$ cat config.mk
export PLATFORM = sky130hd
export DESIGN_NAME = barrel_unshift_seq
export DESIGN_NICKNAME = d
export VERILOG_FILES = /design/src/rtl/barrel_unshift_seq.sv
export SDC_FILE = /design/constraint.sdc
export NUM_CORES = 1
export LEC_CHECK = 0
export BUFFER_PORTS_ARGS = -buffer_cell sky130_fd_sc_hd__buf_2
export CAP_MARGIN = 10
export CORE_MARGIN = 1.5
export CORE_UTILIZATION = 30
export DETAILED_ROUTE_END_ITERATION = 10
export GPL_TIMING_DRIVEN = 1
export PLACE_DENSITY = 0.61
export SLEW_MARGIN = 20
export SYNTH_ARGS = -nofsm -noshare
export SYNTH_HDL_FRONTEND = slang
export SYNTH_SLANG_ARGS = --single-unit
export TNS_END_PERCENT = 50
$ cat constraint.sdc
create_clock -name clk -period 3.2 [get_ports clk]
set_input_delay 0.64 -clock clk [delete_from_list [all_inputs] [get_ports clk]]
set_output_delay 0.64 -clock clk [all_outputs]
set_load 0.01 [all_outputs]
$ cat src/rtl/barrel_unshift_seq.sv
// Sequential rotate-left unshifter: restores a word that was rotated right by `amt`,
// moving one bit position per clock through a single 1-bit rotator.
module barrel_unshift_seq #(
    parameter int unsigned WIDTH = 8,
    parameter int unsigned AMT_W = 4,
    parameter int unsigned CNT_W = 4
) (
    input  logic             clk,
    input  logic             rst,
    input  logic [WIDTH-1:0] data,
    input  logic [AMT_W-1:0] amt,
    input  logic             in_valid,
    output logic             in_ready,
    output logic [WIDTH-1:0] out,
    output logic             out_valid,
    input  logic             out_ready,
    output logic             busy
);

    typedef enum logic [1:0] {StIdle, StShift, StDone} state_e;

    localparam logic [AMT_W:0] AmtLimit = (AMT_W + 1)'(WIDTH);

    state_e           state_q, state_d;
    logic [WIDTH-1:0] shreg_q, shreg_d;
    logic [CNT_W-1:0] cnt_q, cnt_d;
    logic [WIDTH-1:0] out_q, out_d;
    logic [CNT_W-1:0] k_eff;

    // Out-of-range amounts pass through unchanged, matching the shifter's default case.
    assign k_eff = ({1'b0, amt} < AmtLimit) ? CNT_W'(amt) : '0;

    always_comb begin
        state_d = state_q;
        shreg_d = shreg_q;
        cnt_d   = cnt_q;
        out_d   = out_q;

        unique case (state_q)
            StIdle: begin
                if (in_valid) begin
                    shreg_d = data;
                    cnt_d   = k_eff;
                    state_d = (k_eff == '0) ? StDone : StShift;
                end
            end
            StShift: begin
                shreg_d = {shreg_q[WIDTH-2:0], shreg_q[WIDTH-1]};
                cnt_d   = cnt_q - CNT_W'(1);
                if (cnt_q == CNT_W'(1)) begin
                    state_d = StDone;
                end
            end
            StDone: begin
                if (out_ready) begin
                    state_d = StIdle;
                end
            end
            default: state_d = StIdle;
        endcase

        // Capture the result only on entry to DONE so out survives the next accept.
        if (state_d == StDone && state_q != StDone) begin
            out_d = shreg_d;
        end
    end

    always_ff @(posedge clk or posedge rst) begin
        if (rst) begin
            state_q <= StIdle;
            shreg_q <= '0;
            cnt_q   <= '0;
            out_q   <= '0;
        end else begin
            state_q <= state_d;
            shreg_q <= shreg_d;
            cnt_q   <= cnt_d;
            out_q   <= out_d;
        end
    end

    assign out       = out_q;
    assign out_valid = (state_q == StDone);
    assign busy      = (state_q != StIdle);
    assign in_ready  = (state_q == StIdle) && !rst;

endmodule

Word-level counts from Yosys, hierarchy flattened
Index checks and enable logic that the tools add are counted.
Cells by class
  $add $sub $neg: 1
  $mul: 0
  divide/modulo/power cells: 0
  magnitude comparators: 1
  equal/unequal tests: 6
  shifts and indexed selects: 0
  muxes and demuxes: 10
  bitwise logic cells: 0
  reductions and logical operators: 8
Operators by type and width (number)
  $pmux 8 s2: 1
  $mux 2: 4
  $mux 4: 2
  $mux 8: 1
  $pmux 4 s2: 1
  $pmux 2 s3: 1
  $eq 2x2->1 const B: 2
  $eq 4x1->1 const B: 1
  $logic_not 4->1: 1
  $lt 4x4->1 const B: 1
  $ne 2x2->1 const B: 2
  $reduce_bool 2->1: 2
  $sub 4x1->4 const B: 1
  $eq 2x1->1 const B: 1
  $logic_and 1x1->1: 2
  $logic_not 2->1: 1
  $reduce_and 2->1: 1
  $logic_not 1->1: 1
Word-level totals
  register bits after elaboration: 22
  bits in latches: 0
  RAM bits: 0
  ROM bits: 0
  input port bits: 16
  output and inout port bits: 11
  logic and storage cells: 30
  memories: 0

Longest topological paths before layout
  word-level depth: 8
  mapped depth: 6

Least setup slack after synthesis
No wires, ideal clock.
  path kind: input to register
  start: input in_valid
  end: register out_q[0] (netlist: out[0])
  arrival time: 1.523 ns
  required time: 3.075 ns
  slack: 1.552 ns
  stages on the path: 4
  path through: inv_1 or2_4 o32ai_4 mux2_2
Between the ends
  longest elaborated chain between the ends: 4
  elaborated cells on any way between the ends: 6
  those cells by class: 1 x eq/ne; 4 x mux; 1 x reduce/logical
RTL lines
  start: declaration: line 12  | input logic in_valid,
  $mux 2: line 41  | if (in_valid) begin
  $pmux 2 s3: line 39  | unique case (state_q)
  $eq 2x2->1: line 63  | if (state_d == StDone && state_q != StDone) begin
  $logic_and 1x1->1: line 63
  end signal: assignment: line 78  | out_q <= out_d;
  end: declaration: line 27  | logic [WIDTH-1:0] out_q, out_d;
Several ways; a longest one is shown, not always the timed one.
A chain may end at the register's enable or synchronous reset.

Final worst setup path
  start: register state_q[1]
  end: output in_ready
Between the ends
  longest elaborated chain between the ends: 2
RTL lines
  start: declaration: line 24  | state_e state_q, state_d;
  start signal: assignment: line 70  | state_q <= StIdle;
  start signal: assignment: line 75  | state_q <= state_d;
  $logic_not 2->1: line 85  | assign in_ready = (state_q == StIdle) && !rst;
  $logic_and 1x1->1: line 85
  end: declaration: line 13  | output logic in_ready,
Every way passes these cells.

==> flow_summary.yaml <==
place:
  gp_congestion: 0.823
  portBuffers: 26
  dp_worst_setup_slack_ns: 1.11
  placed_cells: 170
  hpwl_mm: 1.77
  placed_area_sq_mm: 0.00126
detailed_routing:
  viasPerCell: 5.09
  first_iter_violations: 45
  dr.pass1.iters: 4
  wl_per_cell_um: 13.5
  drc_errors: 0
  vias: 886
  ant_nets: 0
  routed_wl_mm: 2.35
synth:
  yosys.area_share.adder_pct: 2.27
  post-synth-top-count-cell: "dfrtp_1"
  synth.top_cell.area_share_pct: 49.8
  synth-simple-area-share_pct: 9.40
  synth.distinct_cells: 24
  synth_edf_count: 0
  synth_seq_cells: 22
  yosys_warnings: 0
  synth_compound_area_share_pct: 25.1
  async_flop_share_pct: 100
  synth.area.mux_share_pct: 8.15
  synth_top_family_by_area: "compound AO/OA/AOI/OAI gates"
  synth_top_area_cell: "dfrtp_1"
  synth_cells: 105
  synthXorXnorAreaFrac_pct: 0
  synth_nets: 123
  synthFlopType: "dfrtp_1"
  synth.area.top_cells: "dfrtp_1 (50%), a22oi_1 (11%), mux2_2 (8.2%)"
  ys_seq_area_share_pct: 49.8
  synth_area_per_cell_sq_um: 10.5
  ys_top_cells_by_count: "dfrtp_1 (22), a22oi_1 (16), o21ai_0 (12)"
  synth_area_sq_mm: 0.00110
final_layout:
  fin_area_sq_mm: 0.00133
  drive_above_1_share_pct: 32.0
  final-instance-count-excl-fill: 174
  n_antenna_cell: 0
  finalNetCount: 147
  syn_to_final_growth_pct: 20.6
power:
  p_leak_uw: 0.000610
  power.density_mw_per_mm2: 978
  ir_drop_uv: 418
critical_path:
  reg2regPathDepth: 4
  crit_arrival_ns: 1.46
  startpoint: "state_q[1]$_DFF_PP0_"
  r2r_slack_ns: 1.15
  timing.rr.start: "state_q[1]$_DFF_PP0_"
  critPathLaunchType: "flip-flop"
  crit_type: "flip-flop to primary output"
  r2r_end: "out[2]$_DFFE_PP0P_"
  critPathCapture: "in_ready"
  cp.required_ns: 2.56
  path_max_fanout: 21
  cp-end-kind: "primary output"
grt:
  grt_pass1_wl_mm: 4.05
  antenna_found_initial: 0
  first_global_vias: 891
  grt_max_degree: 23
  grtUsageTotal_pct: 12.7
  overflow: 0
timing:
  finalSetupTns_ns: 0
  worstMarginPinSlew_ns: 0.837
  max_freq_mhz: 476
  worst_slack_ns: 1.10
  fin_crit_ns: 2.10
  setup_viol: 0
  finalHoldWorstSlack_ns: 0.507
  drv_slew: 0
  slew_headroom_pct: 44.2
  rsz0062_at_grt: "false"
  hold_viol_final: 0
  clock_skew_ns: 0.000802
  timing.final.crit_share_pct: 65.7
cts:
  clock_latency_ns: 0.26
  cts-htree-levels: 1
  cts_tree: "done"
  root_buffer: "clkbuf_8"
  clkTransAtPathRegs_ns: 0.08
  clock_path_buffers: 2
  numCtsBuffers: 3
  cts_setup_buffers: 0
  cts_hold_buf: 0
  cts_sinks: 22
  cts-resized-gates: 0
floorplanning:
  start_util_pct: 32.1
  coreArea_sq_mm: 0.00344
  die_w_um: 63.7
  rows: 21
  dieArea_sq_mm: 0.00406
  pin_count: 27
  die_y_um: 63.7
run_status:
  status: "complete, no violations"
min_path:
  hp-class: "flip-flop to flip-flop"
run:
  drv_cap: 0
-- worst max-delay path: stages, from the launching register on --
cell and delay, ns:
dfrtp_1 0.63, or2_4 0.36, nor2_1 0.08, buf_2 0.13
-- registers in the layout (all words and copies together), names as in the netlist --
name     cells
out          8
cnt_q        4
shreg_q      8
state_q      2
-- how the worst min path moves through the flow --
stage / depth (start not counted) / slack, ns / endpoint / startpoint
floorplan: 1 / 0.48 / cnt_q[1]$_DFFE_PP0P_ / cnt_q[1]$_DFFE_PP0P_
global placement: 1 / 0.49 / out[3]$_DFFE_PP0P_ / out[3]$_DFFE_PP0P_
detailed placement: 1 / 0.49 / out[5]$_DFFE_PP0P_ / out[5]$_DFFE_PP0P_
CTS: 1 / 0.51 / out[5]$_DFFE_PP0P_ / out[5]$_DFFE_PP0P_
global route: 1 / 0.52 / out[5]$_DFFE_PP0P_ / out[5]$_DFFE_PP0P_
finish: 1 / 0.51 / out[3]$_DFFE_PP0P_ / out[3]$_DFFE_PP0P_
-- layout by cell type (no fill, tap or decap) --
master     count
a21oi_1        5
clkbuf_8       3
nand2_1        2
or2_4          2
o21ai_0       12
inv_1          7
buf_2         26
mux2_2         8
or3_1          1
dfrtp_1       22
a22oi_1       16
a21o_1         1
or4_1          1
o22a_1         1
nor2b_1        3
a31oi_1        1
o31ai_1        1
nor3_1         2
o32ai_4        1
nand3b_1       1
a211oi_1       2
ha_1           2
nand2b_1       1
nor2_1         6
bufinv_16      1
-- final cells by class --
type	instances	area, sq um
clock buffer	3	41.3
clock inverter	1	30.0
fill	356	2110
inverter	7	26.3
multi-input combinational	69	497
sequential	22	551
tap	46	57.6
timing repair buffer	26	130
-- stage by stage --
| step | util (%) | power [uW] |
|---|---|---|
| 4_1_cts | 38.7 | 1310 |
| 2_1_floorplan | - | 901 |
| 3_3_place_gp | 36.6 | 1030 |
| 5_1_grt | 38.7 | 1410 |
| 6_report | 38.7 | 1300 |
| 3_5_place_dp | 36.6 | 1050 |
-- metal layers --
| metal | track usage [%] | wire [um] | up-vias |
|---|---|---|---|
| met5 | 0 | 0 | - |
| met4 | 2.45 | 18 | 0 |
| met3 | 3.75 | 121 | 2 |
| met2 | 21.3 | 1130 | 23 |
| met1 | 16.1 | 1080 | 428 |
| li1 | - | - | 433 |
-- cells by family (layout without fill, tap and decap cells) --
family                   count (synthesis)  after routing
multiplexers                             8              8
flip-flops                              22             22
buffers and inverters                   14             37
AND/OR/NAND/NOR                         19             19
adder cells (fa/ha/maj)                  2              2
AO/OA/AOI/OAI                           40             40
-- where the power goes --
part           switching [uW]  internal, uW
registers                 145           411
logic                     244           245
clock network            91.5           167
Note: power is estimated with default switching activity, not from simulation.
